<file path="config.mk">
export PLATFORM = sky130hd
export DESIGN_NAME = controlador_sync_vga
export DESIGN_NICKNAME = d
export VERILOG_FILES = /design/src/rtl/controlador_sync_vga.sv
export SDC_FILE = /design/constraint.sdc
export NUM_CORES = 1
export LEC_CHECK = 0
export ABC_AREA = 1
export BUFFER_PORTS_ARGS = -buffer_cell sky130_fd_sc_hd__buf_2
export CORE_MARGIN = 2
export CORE_UTILIZATION = 59
export DETAILED_ROUTE_END_ITERATION = 10
export PLACE_DENSITY_LB_ADDON = 0.1
export SYNTH_ARGS = -nofsm -noshare
export SYNTH_HDL_FRONTEND = slang
export SYNTH_SLANG_ARGS = --single-unit
</file>
<file path="constraint.sdc">
create_clock -name reloj -period 2.3 [get_ports reloj]
set_input_delay 0.115 -clock reloj [delete_from_list [all_inputs] [get_ports reloj]]
set_output_delay 0.115 -clock reloj [all_outputs]
set_load 0.01 [all_outputs]
</file>
<file path="src/rtl/controlador_sync_vga.sv">
// controlador_sync_vga: 640x480@60 Hz scan timing master.
// Divides reloj into a pixel tick, sequences the Qh/Qv scan counters and
// produces hsync, vsync, video_on and a frame-start pulse.
// Optional build macro VGA_FRAME_CNT_EN adds the 8-bit cuadro_cnt frame counter.
module controlador_sync_vga #(
  parameter int unsigned H_VISIBLE = 640,
  parameter int unsigned H_FP      = 16,
  parameter int unsigned H_SYNC    = 96,
  parameter int unsigned H_BP      = 48,
  parameter int unsigned V_VISIBLE = 480,
  parameter int unsigned V_FP      = 10,
  parameter int unsigned V_SYNC    = 2,
  parameter int unsigned V_BP      = 33,
  parameter int unsigned CLK_DIV   = 4
) (
  input  logic       reloj,
  input  logic       reset,
  input  logic       habilitar,
  output logic [9:0] Qh,
  output logic [9:0] Qv,
  output logic       tick_pixel,
  output logic       hsync,
  output logic       vsync,
  output logic       video_on,
  output logic       fin_cuadro
`ifdef VGA_FRAME_CNT_EN
  ,
  output logic [7:0] cuadro_cnt
`endif
);

  localparam int unsigned CNT_W   = 10;
  localparam int unsigned H_TOTAL = H_VISIBLE + H_FP + H_SYNC + H_BP;
  localparam int unsigned V_TOTAL = V_VISIBLE + V_FP + V_SYNC + V_BP;
  localparam int unsigned DIV_W   = (CLK_DIV > 1) ? $clog2(CLK_DIV) : 1;

  localparam logic [DIV_W-1:0] DIV_LAST = DIV_W'(CLK_DIV - 1);
  localparam logic [CNT_W-1:0] H_LAST   = CNT_W'(H_TOTAL - 1);
  localparam logic [CNT_W-1:0] V_LAST   = CNT_W'(V_TOTAL - 1);
  localparam logic [CNT_W-1:0] H_VIS    = CNT_W'(H_VISIBLE);
  localparam logic [CNT_W-1:0] V_VIS    = CNT_W'(V_VISIBLE);
  localparam logic [CNT_W-1:0] HS_START = CNT_W'(H_VISIBLE + H_FP);
  localparam logic [CNT_W-1:0] HS_END   = CNT_W'(H_VISIBLE + H_FP + H_SYNC);
  localparam logic [CNT_W-1:0] VS_START = CNT_W'(V_VISIBLE + V_FP);
  localparam logic [CNT_W-1:0] VS_END   = CNT_W'(V_VISIBLE + V_FP + V_SYNC);

  logic [DIV_W-1:0] div;
  logic [DIV_W-1:0] div_next;
  logic [CNT_W-1:0] qh_next;
  logic [CNT_W-1:0] qv_next;
  logic             avanza;
  logic             h_wrap;
  logic             v_wrap;
  logic             frame_wrap;

  // Next-state of divider and scan counters; counters step when div is at its last count.
  always_comb begin
    div_next   = div;
    qh_next    = Qh;
    qv_next    = Qv;
    avanza     = habilitar && (div == DIV_LAST);
    h_wrap     = (Qh == H_LAST);
    v_wrap     = (Qv == V_LAST);
    frame_wrap = avanza && h_wrap && v_wrap;
    if (habilitar) begin
      div_next = (div == DIV_LAST) ? '0 : div + DIV_W'(1);
    end
    if (avanza) begin
      if (h_wrap) begin
        qh_next = '0;
        qv_next = v_wrap ? '0 : Qv + CNT_W'(1);
      end else begin
        qh_next = Qh + CNT_W'(1);
      end
    end
  end

  // Timing state; syncs and video_on are decoded from the next counter values so
  // they switch on the same edge as Qh/Qv.
  always_ff @(posedge reloj or negedge reset) begin
    if (!reset) begin
      div        <= '0;
      Qh         <= '0;
      Qv         <= '0;
      tick_pixel <= 1'b0;
      hsync      <= 1'b1;
      vsync      <= 1'b1;
      video_on   <= 1'b1;
      fin_cuadro <= 1'b0;
    end else begin
      div        <= div_next;
      Qh         <= qh_next;
      Qv         <= qv_next;
      tick_pixel <= habilitar && (div_next == DIV_LAST);
      hsync      <= !((qh_next >= HS_START) && (qh_next < HS_END));
      vsync      <= !((qv_next >= VS_START) && (qv_next < VS_END));
      video_on   <= (qh_next < H_VIS) && (qv_next < V_VIS);
      fin_cuadro <= frame_wrap;
    end
  end

`ifdef VGA_FRAME_CNT_EN
  // Frame counter for cursor blink / animation, steps with each frame wrap.
  always_ff @(posedge reloj or negedge reset) begin
    if (!reset) begin
      cuadro_cnt <= '0;
    end else if (frame_wrap) begin
      cuadro_cnt <= cuadro_cnt + 8'd1;
    end
  end
`endif

endmodule
</file>
==> flow_summary.toml <==
[global_routing]
groute.usage.overall = 0.239
met3_usage = 0.0375
grt_max_degree = 28
grt_use_met2 = 0.401
grt_use_met1 = 0.313
antenna_found_initial = 0
top_usage_layer = "met2"
grt_pass1_wl_um = 5950
first_global_vias = 1359
grt-ovfl-total = 0

[worst_setup_path]
worst-endpoint-required_ns = 2.57
reg2reg_from = "Qh[0]"
r2r-end = "vsync"
crit_arrival_ns = 2.26
criticalPathCategory = "flop to flop"
r2r_cells = 13
cpLargestDelayFamily = "simple AND/OR/NAND/NOR gates"
endpoint = "vsync"
critPathLaunchType = "flop"
cp_slowest_cell = "dfrtp_1"
worstSetupEndpointType = "flop"
crit_chain = "ha_1 > nand2_2 > nor2_4 > nand3_2 > nor2_1 > inv_1 > nand2_1 > nand2_1 > nand2_1 > inv_1 > nand2_1 > nor2_1 > nand2_1"
worst-path-buf-inv = 2
startpoint = "Qh[0]"
crit_path_frequent_cell = "nand2_1"
rrSetupSlack_ns = 0.31
max_stage_delay_ns = 0.43
cp_num_cells = 13
crit_path_max_fanout = 11

[final_layout]
layout_commonest_cell = "nand2_1"
stdcell_count = 264
antenna_cells = 0
drive_above_1_share = 0.209
final_cell_mix = "nand2_1, inv_1, nor2_1, buf_2, dfrtp_1"
layout.nets = 242
areaGrowthSynthToFinish_pct = 12.4

[clock_network]
clock_latency_ns = 0.31
cts.sinks = 27
root_buffer = "clkbuf_4"
cts-buffers-inserted = 3
tritoncts = "done"
cts_setup_buffers = 0
htree_levels = 1
clk_pin_slew_worst_paths_ns = 0.14
clk_path_buf_depth = 2

[die]
start_util = 0.625
die-area_mm2 = 0.00305
die_w_um = 55.2
num_rows = 18
io-pin-count = 28
die_h_um = 55.2
coreArea_mm2 = 0.00248

[sta]
tightest_slew_ns = 0.587
rsz0062_at_grt = "false"
finalMaxSlewViolations = 0
post-route-min-period_ns = 1.99
hold_viol = 0
setup-tns-final_ns = 0
finClkSkew_ns = 0.00307
clock.fmax_ghz = 0.503
setup_violations = 0
whs_ns = 0.0333
fin_crit_sh = 0.864
max_slew_margin = 0.609

[synthesis]
syn_area_per_cell_um2 = 7.59
yosys_warnings = 0
postSynthCellCount = 204
synthDistinctLibCells = 25
netlist_area_mm2 = 0.00155
mappedNetlistNets = 211
synth.ff_latch_count = 27
seq_area_frac_synth = 0.439

[routing]
drt-pass1-iter-count = 6
drc = 0
drtIter0Drc = 53
avgRoutedWirePerCell_um = 13.3
postRouteAntennaNets = 0
via_count = 1482
routed_wl_um = 3500
vias_per_cell = 5.61

[power_and_ir_drop]
p_leak_uw = 0.000929
p_per_area_mw_per_mm2 = 629
power_uw = 1090
ir_worst_vdd_v = 0.000647

[place]
gp_congestion = 0.948
port_buffers = 27
place_inst = 259
place_hpwl_um = 2710

[status]
outcome = "finished clean"

[worst_hold_path]
hold_class = "input pin to flop"

[flow_run]
maxCapViolations = 0
worst min path at each step:
stage                     cells after the start  slack [ns]       from     end
final                                         2        0.03  habilitar  div[0]
after global routing                          2        0.04  habilitar  div[0]
after CTS                                     2        0.02  habilitar  div[0]
after detailed placement                      1        0.15      reset   Qh[6]
after global placement                        1        0.14      reset   Qh[6]
after floorplan                               0       -0.18      reset   Qh[0]
sequential cells by signal, summed over array words and instances, names as in the netlist:
signal	cells
hsync	1
Qv	10
Qh	10
fin_cuadro	1
vsync	1
div	2
tick_pixel	1
video_on	1
layer usage:
layer / wire, um / part of all wire
met1: 1410 / 0.40
met2: 1710 / 0.49
met3: 315 / 0.090
met4: 55 / 0.016
met5: 0 / 0
cell type report:
cell class,instances,area (um^2)
Clock buffer,4,26.3
Inverter,38,148
Multi-Input combinational cell,137,704
Fill cell,217,737
Sequential cell,27,679
Tap cell,30,37.5
Timing Repair Buffer,28,145
report_power, final:
| part | switching [uW] | total (uW) | internal (uW) |
|---|---|---|---|
| Sequential | 72.9 | 612 | 539 |
| Clock | 136 | 204 | 67.7 |
| Combinational | 175 | 279 | 104 |
cells in the mapped netlist:
cell type,instances,area [um^2]
a31oi_1,1,6.26
dfrtp_1,24,601
nor3_1,6,30.0
o21ai_0,4,20.0
nand3b_1,1,7.51
buf_2,1,5.00
nor2_4,3,33.8
nand4_1,5,31.3
nor2_1,27,101
nand3_1,23,115
a21oi_1,6,30.0
inv_1,37,139
dfstp_2,3,78.8
o21bai_1,1,7.51
ha_1,4,50.1
a21oi_2,1,8.76
nand3_2,2,20.0
clkinv_4,1,8.76
xor2_1,2,17.5
nand2_1,41,154
nand2_2,3,18.8
buf_6,1,11.3
o21ai_2,3,26.3
o21a_1,1,7.51
nor2_2,3,18.8
cells by family (layout without fill, tap and decap cells):
family	Yosys count	in the layout	share of synthesized area
AO/OA/AOI/OAI	17	17	0.0687
AND/OR/NAND/NOR	114	114	0.343
buffers and inverters	40	70	0.106
XOR/XNOR	2	2	0.0113
flip-flops	27	27	0.439
adder cells (fa/ha/maj)	4	4	0.0323
per-stage QoR:
stage / setup WS, ns / utilization / cell area [um^2]
4_1_cts: 0.317 / 0.703 / 1740
6_report: 0.312 / 0.703 / 1740
2_1_floorplan: 0.655 / - / 1550
3_3_place_gp: 0.472 / 0.688 / 1700
5_1_grt: 0.0622 / 0.703 / 1740
3_5_place_dp: 0.356 / 0.688 / 1700
what timing repair did:
action	4_1_cts	5_1_grt
endpoints found under the hold margin	24	0
hold buffers	1	0
gates resized for setup	0	0
(Power assumes the default switching activity.)
